### config.mk
export PLATFORM = sky130hd
export DESIGN_NAME = load_unit
export DESIGN_NICKNAME = d
export VERILOG_FILES = /design/src/rtl/riscv_pkg.sv /design/src/rtl/load_extract.sv /design/src/rtl/load_unit.sv
export SDC_FILE = /design/constraint.sdc
export NUM_CORES = 1
export LEC_CHECK = 0
export CORE_MARGIN = 2
export CORE_UTILIZATION = 30
export CTS_BUF_LIST = sky130_fd_sc_hd__clkbuf_8
export DETAILED_ROUTE_END_ITERATION = 6
export MAX_ROUTING_LAYER = met4
export PLACE_DENSITY = 0.6
export SLEW_MARGIN = 20
export SYNTH_ARGS = -nofsm -noshare
export SYNTH_HDL_FRONTEND = slang
export SYNTH_SLANG_ARGS = --single-unit
### constraint.sdc
create_clock -name clk -period 5.45 [get_ports clk]
set_input_delay 1.09 -clock clk [delete_from_list [all_inputs] [get_ports clk]]
set_output_delay 1.09 -clock clk [all_outputs]
set_load 0.02 [all_outputs]
### src/rtl/riscv_pkg.sv
// Shared load-path definitions: data width, load funct3 codes, load FSM states.
package riscv_pkg;

  localparam int XLEN = 64;

  localparam logic [2:0] LB  = 3'b000;
  localparam logic [2:0] LH  = 3'b001;
  localparam logic [2:0] LW  = 3'b010;
  localparam logic [2:0] LD  = 3'b011;
  localparam logic [2:0] LBU = 3'b100;
  localparam logic [2:0] LHU = 3'b101;
  localparam logic [2:0] LWU = 3'b110;

  typedef enum logic [1:0] {IDLE, WAIT, DONE, ERR} load_state_t;

  // An access must be naturally aligned to its size; funct3=111 has no load.
  function automatic logic load_illegal(input logic [2:0] f3, input logic [2:0] off);
    case (f3)
      LB, LBU:  load_illegal = 1'b0;
      LH, LHU:  load_illegal = off[0];
      LW, LWU:  load_illegal = |off[1:0];
      LD:       load_illegal = |off;
      default:  load_illegal = 1'b1;
    endcase
  endfunction

endpackage

### src/rtl/load_extract.sv
// Selects the byte/half/word/double addressed by addr_off and sign- or zero-extends it.
module load_extract
  import riscv_pkg::*;
(
  input  logic [2:0]      funct3,
  input  logic [2:0]      addr_off,
  input  logic [XLEN-1:0] mem_rdata,
  output logic [XLEN-1:0] ext_data
);

  logic [7:0]  byte_f;
  logic [15:0] half_f;
  logic [31:0] word_f;

  always_comb begin
    byte_f = mem_rdata[{addr_off, 3'b000} +: 8];
    half_f = mem_rdata[{addr_off[2:1], 4'b0000} +: 16];
    word_f = mem_rdata[{addr_off[2], 5'b00000} +: 32];
    case (funct3)
      LB:      ext_data = {{56{byte_f[7]}}, byte_f};
      LH:      ext_data = {{48{half_f[15]}}, half_f};
      LW:      ext_data = {{32{word_f[31]}}, word_f};
      LD:      ext_data = mem_rdata;
      LBU:     ext_data = {56'd0, byte_f};
      LHU:     ext_data = {48'd0, half_f};
      LWU:     ext_data = {32'd0, word_f};
      default: ext_data = '0;
    endcase
  end

endmodule

### src/rtl/load_unit.sv
// Multi-cycle load: requests a memory doubleword, waits for rvalid with timeout,
// and captures the extended result into the memory data register.
module load_unit
  import riscv_pkg::*;
#(
  parameter int TIMEOUT = 16
) (
  input  logic            clk,
  input  logic            reset,
  input  logic            start,
  input  logic [2:0]      funct3,
  input  logic [2:0]      addr_off,
  input  logic [XLEN-1:0] mem_rdata,
  input  logic            mem_rvalid,
  output logic            mem_req,
  output logic            busy,
  output logic            done,
  output logic            err,
  output logic [XLEN-1:0] mem_out
);

  localparam int CW = $clog2(TIMEOUT + 1);

  load_state_t     state;
  logic [CW-1:0]   cnt;
  logic [2:0]      f3_q;
  logic [2:0]      off_q;
  logic [XLEN-1:0] ext_data;

  load_extract u_extract (
    .funct3    (f3_q),
    .addr_off  (off_q),
    .mem_rdata (mem_rdata),
    .ext_data  (ext_data)
  );

  always_ff @(posedge clk or negedge reset) begin
    if (!reset) begin
      state   <= IDLE;
      cnt     <= '0;
      f3_q    <= '0;
      off_q   <= '0;
      mem_out <= '0;
      mem_req <= 1'b0;
      busy    <= 1'b0;
      done    <= 1'b0;
      err     <= 1'b0;
    end else begin
      done <= 1'b0;
      err  <= 1'b0;
      case (state)
        IDLE: begin
          if (start) begin
            f3_q  <= funct3;
            off_q <= addr_off;
            busy  <= 1'b1;
            if (load_illegal(funct3, addr_off)) begin
              state <= ERR;
              err   <= 1'b1;
            end else begin
              state   <= WAIT;
              cnt     <= '0;
              mem_req <= 1'b1;
            end
          end
        end
        WAIT: begin
          if (mem_rvalid) begin
            mem_out <= ext_data;
            state   <= DONE;
            done    <= 1'b1;
            mem_req <= 1'b0;
          end else if (cnt == CW'(TIMEOUT - 1)) begin
            // Last permitted WAIT cycle passed without data.
            state   <= ERR;
            err     <= 1'b1;
            mem_req <= 1'b0;
          end else begin
            cnt <= cnt + CW'(1);
          end
        end
        DONE, ERR: begin
          state <= IDLE;
          busy  <= 1'b0;
        end
        default: begin
          state   <= IDLE;
          mem_req <= 1'b0;
          busy    <= 1'b0;
        end
      endcase
    end
  end

endmodule
-- After elaboration in Yosys (flattened, before gate mapping)
Cells that the tools add are included.
- register bits: 81
- output and inout bits: 68
- equality and inequality tests: 21
- $add $sub $neg: 1
- multiplexer cells: 28
- shift operators: 3
- reductions and logical operators: 17
- operators by type and width (cell ; number):
    $pmux 64 s7 ; 1
    $shiftx 64x7->16 ; 1
    $shiftx 64x7->32 ; 1
    $shiftx 64x7->8 ; 1
    $mux 5 ; 4
    $eq 3x3->1 const B ; 6
    $mux 1 ; 13
    $eq 3x2->1 const B ; 4
    $pmux 5 s2 ; 1
    $reduce_or 2->1 ; 5
    $mux 2 ; 4
    $ne 2x2->1 const B ; 4
    $reduce_and 2->1 ; 4
    $eq 3x1->1 const B ; 2
    $logic_not 3->1 ; 2
    $pmux 1 s2 ; 3
    $pmux 2 s3 ; 1
    $add 5x1->5 const B ; 1
    $eq 5x4->1 const B ; 1
    $reduce_and 5->1 ; 1
    $eq 2x2->1 const B ; 2
    $pmux 1 s4 ; 1
    $reduce_and 4->1 ; 1
    $reduce_bool 2->1 ; 2
    other kinds (4) ; 4

-- Logic depth before layout (Yosys ltp)
Gate-level depths: netlist (run 1).
- word-level depth: 8
- mapped depth: 8
- depth with buffers taken out: 6

-- Cells and area by module
Synthesis (run 1) repeated with hierarchy kept, for this count alone.
- cell total of the unflattened synthesis: 589
- area, all modules: 4922.2 µm²
- by module, submodules not included (module ; area each (µm²) ; cells each ; times used ; sequential area each (µm²)):
    load_unit ; 3231.8 ; 356 ; 1 ; 2026.9
    load_extract ; 1690.4 ; 233 ; 1 ; 0.0

-- Worst setup path before layout (run 1)
No wires, ideal clock.
- path kind: input port to flip-flop
- start point: in mem_rdata[63]
- end point: reg mem_out[32]
- arrival time: 2.295 ns
- stages: 5
- slack: 3.015 ns
- buffers on the path: 1
- library setup time: 0.141 ns
- path through: mux4_2 > and2_4 > a211oi_4 > buf_6 > o21ai_2
- longest elaborated chain between the ends: 2
- RTL lines (element ; line ; text):
    from (decl) ; load_unit.sv:13 ; input logic [XLEN-1:0] mem_rdata,
    $shiftx 64x7->32, or another cell as far along ; load_extract.sv:18 ; word_f = mem_rdata[{addr_off[2], 5'b00000} +: 32];
    $pmux 64 s7 * ; load_extract.sv:19 ; case (funct3)
    to (signal assigned) ; load_unit.sv:69 ; mem_out <= ext_data;
    to (decl) ; load_unit.sv:19 ; output logic [XLEN-1:0] mem_out
Every way passes the cells marked *; elsewhere a longest branch is shown, timed or not.
A chain may end at the register's enable or synchronous reset.

-- Final worst setup path (run 1)
- start point: in mem_rvalid
- end point: reg mem_out[3]
- longest elaborated chain between the ends: 1
- RTL lines (element ; line ; text):
    from (decl) ; load_unit.sv:14 ; input logic mem_rvalid,
    $reduce_and 2->1 (no line) ; n/a ;
No other way between the ends.

==> results of run 1 <==
## power breakdown
group	switching [W]	internal, W	total (W)
registers	0.000333	0.000837	0.00117
clock network	0.000234	0.000202	0.000436
logic	0.00115	0.000996	0.00215
## per-layer routing
| layer | up-vias | part of all wire, % | track usage [%] |
|---|---|---|---|
| li1 | 2036 | - | - |
| met1 | 2291 | 44 | 27.3 |
| met3 | 24 | 6.6 | 3.42 |
| met5 | - | 0 | - |
| met4 | 0 | 2.8 | 7.91 |
| met2 | 210 | 47 | 30.2 |
## cells in the final DEF, fill, tap and decap left out, types with 7 or more instances in the layout
master | netlist | routed
clkdlybuf4s50_1 | 0 | 140
dfrtp_1 | 81 | 80
mux2i_1 | 35 | 35
a22oi_1 | 32 | 32
o21ai_2 | 30 | 30
nand2_1 | 24 | 24
a21oi_1 | 22 | 22
a22o_1 | 19 | 19
a32oi_1 | 18 | 18
a21boi_0 | 16 | 16
a41oi_1 | 16 | 16
a221oi_1 | 13 | 13
clkbuf_8 | 0 | 12
o2bb2ai_1 | 10 | 10
mux4_2 | 9 | 9
buf_4 | 1 | 9
inv_1 | 7 | 7
nor2_1 | 8 | 7
o21ai_0 | 7 | 7
## final cells by class
class / count / area, sq um
fillers: 1564 / 9330
clock inverters: 4 / 26.3
clock buffers: 12 / 165
well taps: 216 / 270
multi-input cells: 321 / 2620
repair buffers: 149 / 1470
flip-flops and latches: 81 / 2030
inverters: 8 / 30.0
## sequential cells by signal, summed over array words and instances, names as in the netlist
register	count
done	1
mem_req	1
mem_out	64
state	2
f3_q	3
cnt	5
off_q	3
err	1
busy	1
## cells by family (layout without fill, tap and decap cells)
family | after synthesis | in the layout | synth area share (%)
simple gates | 58 | 58 | 6.31
compound gates | 211 | 211 | 33.7
buf+inv | 52 | 173 | 5.62
fa+ha+maj | 2 | 2 | 0.509
flops | 81 | 81 | 41.2
mux | 50 | 50 | 12.6
## metrics by stage
step	std cells	hold slack [ps]	instance area [sq um]	total power, W	setup WS [ps]
final	791	486	6610	0.00375	2490
after global routing	791	520	6610	0.00397	2270
after CTS	791	496	6610	0.00376	2470
after detailed placement	775	469	6420	0.00331	2090
after global placement	775	478	6420	0.00326	2140
after floorplan	454	466	4920	0.00257	3010
## Yosys cell counts (3+ instances only)
cell type,count,share of area [%]
buf_2,7,0.71
nor2_1,8,0.61
a32oi_1,18,3.2
mux4_2,9,4.1
inv_1,7,0.53
o21ai_2,30,5.3
a211oi_1,5,0.76
a221oi_1,13,2.3
a22o_1,19,3.4
buf_6,7,1.6
nand2_1,24,1.8
nand3b_1,3,0.46
nand2b_1,4,0.51
mux2_2,6,1.4
a21o_1,6,0.92
clkbuf_1,25,1.9
nor2b_1,3,0.38
o21ai_0,7,0.71
dfrtp_1,81,41
a22oi_1,32,4.9
nand3_1,3,0.31
a21oi_1,22,2.2
a21boi_0,16,2.4
a41oi_1,16,2.8
a31oi_1,4,0.51
o2bb2ai_1,10,1.8
mux2i_1,35,7.1
buf_1,3,0.23
## worst paths after layout
| kind | from | endpoint | slack, ps | cells after the start |
|---|---|---|---|---|
| worst max-delay path | mem_rvalid | mem_out[3]$_DFFE_PN0P_ | 2490 | 6 |
| worst min-delay path | mem_out[5]$_DFFE_PN0P_ | mem_out[5]$_DFFE_PN0P_ | 490 | 1 |
| worst max register to register | off_q[2]$_DFFE_PN0P_ | mem_out[12]$_DFFE_PN0P_ | 2510 | 5 |
| worst min register to register | mem_out[5]$_DFFE_PN0P_ | mem_out[5]$_DFFE_PN0P_ | 490 | 1 |
| max in group asynchronous | reset | off_q[2]$_DFFE_PN0P_ | 3790 | 2 |
| min in group asynchronous | reset | mem_out[37]$_DFFE_PN0P_ | 650 | 1 |
## worst max-delay path: stages
cell and delay [ps]:
clkdlybuf4s50_1 520, nand3b_1 130, buf_4 290, a31oi_1 820, a32oi_1 220, o31ai_1 120
==> impl_results.md, run 1 <==
* Post-CTS setup buffer count at 0
* Worst-Margin Slew at 1090 ps
* Pwr/cell area at 568 mW/mm^2
* Final hold violation count at 0
* Crit-path max FO at 47
* CTS tree: built
* Syn_nets at 530
* Max Fclk at 338 MHz
* Clock-pin slew on the worst setup and hold paths at 80 ps
* Num Clock Sinks at 81
* RSZ-0062 raised after global routing: no
* CTS resizes at 0
* Hold_buf cts at 0
* Status: finished, final reports clean
* Warnings from Yosys at 0
* Remaining antenna violation count at 0
* Detailed Route WL at 17,200 microns
* Layout Nets at 646
* Max-cap violations at 0
* Mapped Avg Cell Area at 10.8 sq um
* Mapped Cells at 454
* Synth cell types at 53
* #FFs+latches synth at 81
* Slew HR at 27.0%
* Vias in the first global route at 4,502
* Final Setup Violations at 0
* Mapped cell area at 0.00492 sq mm
* Via density at 5.77
* Area of the die at 0.0174 sq mm
* Initial DRC count at 430
* WS Path Type: in -> reg
* Worst skew pair latency at 380 ps
* Largest net degree at the start of global routing at 48
* Via count at 4,561
* P_leak at 2.62 nW
* I/O Pins at 142
* DRC viols at 0
* Maximum VDD drop at 0.000240 V
* Sequential share of the synthesized area at 41.2%
* Skew final at 10.0 ps
* Number of synthesized flops with an enable pin at 0
* HP Class: reg -> reg
* CTS HTree Levels at 3
* Clock Tree Root: clkbuf_8
* Rows at 46
* Core Area at 0.0159 sq mm
* Grt total ovfl at 0
* Pre-Repair DR Iteration Count at 4
* CTS Buf Count at 9
* Layout Utilization at 41.5%
* CP Data Arrival Time at 3230 ps
* Startpoint Class: input pin
* First-pass GRT wire length at 26,600 microns
* RePlAce Congestion at 0.915
* Async set-reset flop share out of synthesis at 100%
* Final Max Slew Viols at 0
* Die span in x at 132 microns
* Dpl hpwl at 12,700 microns
* GRT Overall Usage at 20.2%
* Post-synth top flop: dfrtp_1
* Starting Density at 30.9%
* Fin crit period at 2960 ps
* Routed WL per cell at 21.8 microns
* CTS Buffer Depth at 2
* Crit. End Element: flop
* Initial antenna violation count at 0
* Die height at 132 microns
* Layout cell share with drive strength beyond 1 at 14.4%
* IO buf count at 141
* Tcrit/Tclk final at 54.4%
* Number of diodes at 0
* Critical Path RT at 5720 ps
* Area Growth Syn to Fin at 34.4%
* Setup TNS at 0 ps
Power figures use the tool's default switching activity.
==> run 2, diff against run 1 <==
- clock period: 5.45 -> 3.1 ns (I/O delays scaled with it)
==> impl_results.md, run 2 (same netlist as run 1, synthesis figures left out) <==
* Slew HR at 24.2% (-2.9 points)
* Area Growth Syn to Fin at 36.2%
* Routed WL per cell at 21.2 microns (-2.7%)
* Layout Nets at 656 (+1.5%)
* Top Registers: mem_out (64), cnt (5)
* Pwr Total at 0.00666 W (+77%)
* Rows at 46 (unchanged)
* Hold_buf cts at 0 (unchanged)
* Via density at 5.71 (-1.0%)
* Vias in the first global route at 4,530 (+0.62%)
* HP Class: in -> async
* Startpoint Class: flop
* GRT Overall Usage at 20.1% (-0.093 points)
* Final Max Slew Viols at 0 (unchanged)
* RSZ-0062 raised after global routing: no
* Remaining antenna violation count at 0 (unchanged)
* RePlAce Congestion at 0.859 (-6.1%)
* Final hold violation count at 0 (unchanged)
* Final Setup Violations at 0 (unchanged)
* Die span in x at 132 microns (unchanged)
* Worst skew pair latency at 390 ps (about the same)
* Starting Density at 30.9% (unchanged)
* Die height at 132 microns (unchanged)
* Initial antenna violation count at 0 (unchanged)
* Critical Path RT at 3400 ps (-2320 ps)
* Number of flip-flops in the largest register at 64 (unchanged)
* DP Area at 0.00652 sq mm (+1.6%)
* Max Fclk at 420 MHz
* Detailed Route WL at 17,000 microns (-1.5%)
* Pre-Repair DR Iteration Count at 5 (+1)
* CP Data Arrival Time at 2680 ps (-550 ps)
* Fin crit period at 2380 ps
* Clock-pin slew on the worst setup and hold paths at 100 ps (+20 ps)
* Clock Tree Root: clkbuf_8
* Core Area at 0.0159 sq mm (unchanged)
* CTS resizes at 0 (unchanged)
* First-pass GRT wire length at 26,400 microns (-0.75%)
* Commonest cells after routing, fill and taps aside: 140 x clkdlybuf4s50_1, 80 x dfrtp_1, 35 x mux2i_1
* Layout cell share with drive strength beyond 1 at 15.9% (+1.5 points)
* Crit-path max FO at 34 (-28%)
* Via count at 4,572 (+0.24%)
* Largest net degree at the start of global routing at 79 (+65%)
* Setup TNS at 0 ps (unchanged)
* CTS HTree Levels at 3 (unchanged)
* Max-cap violations at 0 (unchanged)
* Num Clock Sinks at 81 (unchanged)
* CTS Buffer Depth at 2 (unchanged)
* I/O Pins at 142 (unchanged)
* Grt total ovfl at 0 (unchanged)
* Worst-Margin Slew at 1130 ps (+37.7 ps)
* CTS Buf Count at 9 (unchanged)
* Skew final at 18.8 ps (+8.77 ps)
* DRC viols at 0 (unchanged)
* Pwr/cell area at 994 mW/mm^2 (+75%)
* Area of the die at 0.0174 sq mm (unchanged)
* Number of diodes at 0 (unchanged)
* Dpl hpwl at 12,900 microns (+1.5%)
* Largest register by flop count: mem_out
* Final Cell Area at 0.00670 sq mm (+1.3%)
* Maximum VDD drop at 0.000418 V (+75%)
* P_leak at 2.66 nW (+1.7%)
* Commonest non-fill, non-tap cell in the layout: clkdlybuf4s50_1
* Reg2reg path depth at 4 (-1)
* Post-CTS setup buffer count at 0 (unchanged)
* Initial DRC count at 404 (-6.0%)
* Crit. End Element: flop
* Tcrit/Tclk final at 76.9%
* CTS tree: built
* WS Path Type: reg -> reg
* IO buf count at 141 (unchanged)
* Status: finished, final reports clean
[run 2: cell count changes in the layout (fill, tap and decap cells not counted)]
cell / change
clkinv_4: -1
clkbuf_8: -2
buf_12: +2
buf_4: +8
inv_6: +1
clkinvlp_4: +2
[run 2: critical path, cell delays in order (launching register included)]
cell and delay, ps:
dfrtp_2 960, and2b_1 270, a221oi_2 400, nand3b_1 410, a21oi_1 240
[run 2: through the flow]
stage / instances / utilization [%] / setup WS [ps] / hold slack (ps)
2_1_floorplan: 454 / - / 1080 / 324
5_1_grt: 801 / 42.0 / 619 / 337
6_report: 801 / 42.0 / 716 / 278
3_3_place_gp: 785 / 40.9 / 376 / 476
4_1_cts: 801 / 42.0 / 750 / 294
3_5_place_dp: 785 / 40.9 / 368 / 471
[run 2: final timing paths]
kind                                   startpoint                 endpoint  slack (ps)
min reg2reg                mem_out[5]$_DFFE_PN0P_   mem_out[5]$_DFFE_PN0P_         490
min in group clk           mem_out[5]$_DFFE_PN0P_   mem_out[5]$_DFFE_PN0P_         490
max reg2reg                  off_q[2]$_DFFE_PN0P_   mem_out[9]$_DFFE_PN0P_         720
max in group asynchronous                   reset  mem_out[51]$_DFFE_PN0P_        2110
min                                         reset  mem_out[38]$_DFFE_PN0P_         280
max                          off_q[2]$_DFFE_PN0P_   mem_out[9]$_DFFE_PN0P_         720
[run 2: report_power, final]
group	internal [W]	switching (W)
logic	0.00183	0.00207
clock network	0.000312	0.000431
registers	0.00147	0.000540
total	0.00362	0.00304
[run 2: per-layer routing]
metal | track usage, % | vias up | wire length [microns]
met5 | - | - | 0
met4 | 8.70 | 0 | 465
met3 | 3.34 | 44 | 966
met2 | 30.0 | 207 | 7930
met1 | 27.0 | 2251 | 7600
li1 | - | 2070 | -
[run 2: cell type report]
class,count,area [sq um]
multi-input combinational,321,2620
timing repair buffer,159,1570
inverter,8,30.0
tap,216,270
clock buffer,10,138
sequential,81,2030
fill,1533,9240
clock inverter,6,41.3
==> run 3, diff against run 2 <==
- clock period: 3.1 -> 2.2 ns (I/O delays scaled with it)
==> impl_results.md, run 3 (same netlist as run 1, synthesis figures left out) <==
* Status: finished, final reports clean
* Num Clock Sinks at 81 (unchanged)
* Largest net degree at the start of global routing at 57 (-28%)
* Clock-pin slew on the worst setup and hold paths at 90 ps (about the same)
* Commonest non-fill, non-tap cell in the layout: clkdlybuf4s50_1
* Max-cap violations at 0 (unchanged)
* HP Class: reg -> reg
* Starting Density at 30.9% (unchanged)
* Clock share of power at 11.5% (+0.3 points)
* Critical Path RT at 2470 ps (-930 ps)
* Layout cell share with drive strength beyond 1 at 20.5% (+4.6 points)
* Hold Path Depth at 1
* WS Path Type: in -> reg
* Number of flip-flops in the largest register at 64 (unchanged)
* Clock Tree Root: clkbuf_8
* DRC viols at 0 (unchanged)
* Reg2reg path depth at 6 (+2)
* Reg-to-Reg Start: off_q[2]$_DFFE_PN0P_
* P_leak at 2.90 nW (+8.8%)
* IO buf count at 141 (unchanged)
* Dpl ws at -183 ps (-550 ps)
* Final hold violation count at 0 (unchanged)
* RePlAce Congestion at 0.915 (+6.5%)
* GRT Overall Usage at 20.6% (+0.50 points)
* Worst reg2reg setup slack at 230 ps (-490 ps)
* Max Fclk at 500 MHz
* Switching pwr at 0.00435 W (+43%)
* Dpl cells at 822 (+4.7%)
* Commonest cells after routing, fill and taps aside: 140 x clkdlybuf4s50_1, 80 x dfrtp_1, 49 x buf_4
* CP Data Arrival Time at 2270 ps (-410 ps)
* Hold Path Origin: mem_out[5]$_DFFE_PN0P_
* Layout Nets at 694 (+5.8%)
* CTS Buf Count at 9 (unchanged)
* Reg2reg end: mem_out[31]$_DFFE_PN0P_
* Largest register by flop count: mem_out
* Initial DRC count at 348 (-14%)
* CTS Buffer Depth at 2 (unchanged)
* Crit. End Element: flop
* Skew final at 10.5 ps (-8.26 ps)
* Fill cells at 1,525 (-0.52%)
* Worst-Margin Slew at 508 ps (-625 ps)
* Reg power frac at 27.0% (-3.2 points)
* P_int at 0.00547 W (+51%)
* Via count at 4,702 (+2.8%)
* Pre-Repair DR Iteration Count at 5 (unchanged)
* Finished Layout Cells at 839 (+4.7%)
* Grt total ovfl at 0 (unchanged)
* Routed WL per cell at 21.1 microns (-0.11%)
* CTS tree: built
* Worst skew pair latency at 380 ps (about the same)
* Top Registers: mem_out (64), cnt (5)
* First-pass GRT wire length at 26,800 microns (+1.4%)
* I/O Pins at 142 (unchanged)
* Pwr/cell area at 1390 mW/mm^2 (+40%)
* Final Max Slew Viols at 0 (unchanged)
* Tcrit/Tclk final at 90.9%
* Slew HR at 66.2% (+42 points)
* Number of diodes at 0 (unchanged)
* Layout Utilization at 44.3% (+2.3 points)
* Hold_buf cts at 1 (+1)
* Worst Hold End: mem_out[5]$_DFFE_PN0P_
* Area of the die at 0.0174 sq mm (unchanged)
* Dpl hpwl at 13,500 microns (+4.8%)
* Fin crit period at 2000 ps
* Die height at 132 microns (unchanged)
* Startpoint Class: input pin
* Core Area at 0.0159 sq mm (unchanged)
* Final Setup Violations at 0 (unchanged)
* Detailed Route WL at 17,700 microns (+4.6%)
* Area Growth Syn to Fin at 43.7%
* Maximum VDD drop at 0.000575 V (+37%)
* Via density at 5.60 (-1.8%)
* CTS HTree Levels at 3 (unchanged)
* Crit-path max FO at 10 (-71%)
* Initial antenna violation count at 0 (unchanged)
* Post-CTS setup buffer count at 0 (unchanged)
* Vias in the first global route at 4,646 (+2.6%)
* Final worst slack at 200 ps (-516 ps)
* Logic pwr share at 61.5% (+2.9 points)
* Rows at 46 (unchanged)
* CTS resizes at 0 (unchanged)
* Die span in x at 132 microns (unchanged)
* Remaining antenna violation count at 0 (unchanged)
* RSZ-0062 raised after global routing: no
* Net Sw Frac at 44.3% (-1.4 points)
-- run 3: changes by cell type in the layout (fill, tap and decap cells not counted) --
cell / before / now
inv_1: 7 / 9
bufinv_16: 0 / 1
buf_4: 17 / 49
dlygate4sd3_1: 0 / 1
clkinv_2: 2 / 1
clkinv_4: 0 / 1
clkinvlp_4: 3 / 0
buf_12: 2 / 7
-- run 3: how the worst max path moves through the flow --
stage	startpoint	to	slack (ps)	depth (start not counted)
after global placement	mem_rdata[63]	mem_out[50]$_DFFE_PN0P_	-170	6
after CTS	mem_rdata[63]	mem_out[56]$_DFFE_PN0P_	220	6
after global routing	off_q[2]$_DFFE_PN0P_	mem_out[26]$_DFFE_PN0P_	110	6
after floorplan	cnt[0]$_DFFE_PN0P_	cnt[0]$_DFFE_PN0P_	180	6
after detailed placement	mem_rdata[63]	mem_out[56]$_DFFE_PN0P_	-180	6
final	mem_rdata[63]	mem_out[56]$_DFFE_PN0P_	200	6
-- run 3: worst max-delay path, cell delays in order --
cell and delay, ps:
clkdlybuf4s50_1 490, mux4_2 510, and2_4 190, a211oi_4 290, buf_4 270, o21ai_2 70
-- run 3: metal layers --
layer  up-vias  GRT usage (%)  routed length, microns
met5         -              -                       0
met3        25           4.73                    1180
met2       198           31.1                    8310
li1       2138              -                       -
met1      2341           27.7                    7880
met4         0           6.22                     374
-- run 3: cell type report --
class | count | area [sq um] | share of cell area [%]
Clock buffer | 10 | 138 | 1.95
Clock inverter | 6 | 60.1 | 0.850
Inverter | 8 | 30.0 | 0.425
Multi-Input combinational cell | 321 | 2620 | 37.1
Sequential cell | 81 | 2030 | 28.7
Tap cell | 216 | 270 | 3.82
Timing Repair Buffer | 197 | 1920 | 27.2
-- run 3: power groups by stage --
stage	logic, W	registers [W]	clock network (W)
global route	0.00644	0.00273	0.00121
floorplan	0.00332	0.00305	0
CTS	0.00603	0.00265	0.00116
detailed placement	0.00601	0.00267	0
global placement	0.00588	0.00266	0
finish	0.00604	0.00265	0.00113
-- run 3: stage by stage --
stage               power, W  cell area [sq um]  setup TNS (ps)  hold slack [ps]
floorplan            0.00638               4920               0              144
global placement     0.00854               6860           -4940              372
detailed placement   0.00868               6860           -5630              378
CTS                  0.00984               7070               0              485
global route          0.0104               7070               0              493
finish               0.00981               7070               0              479
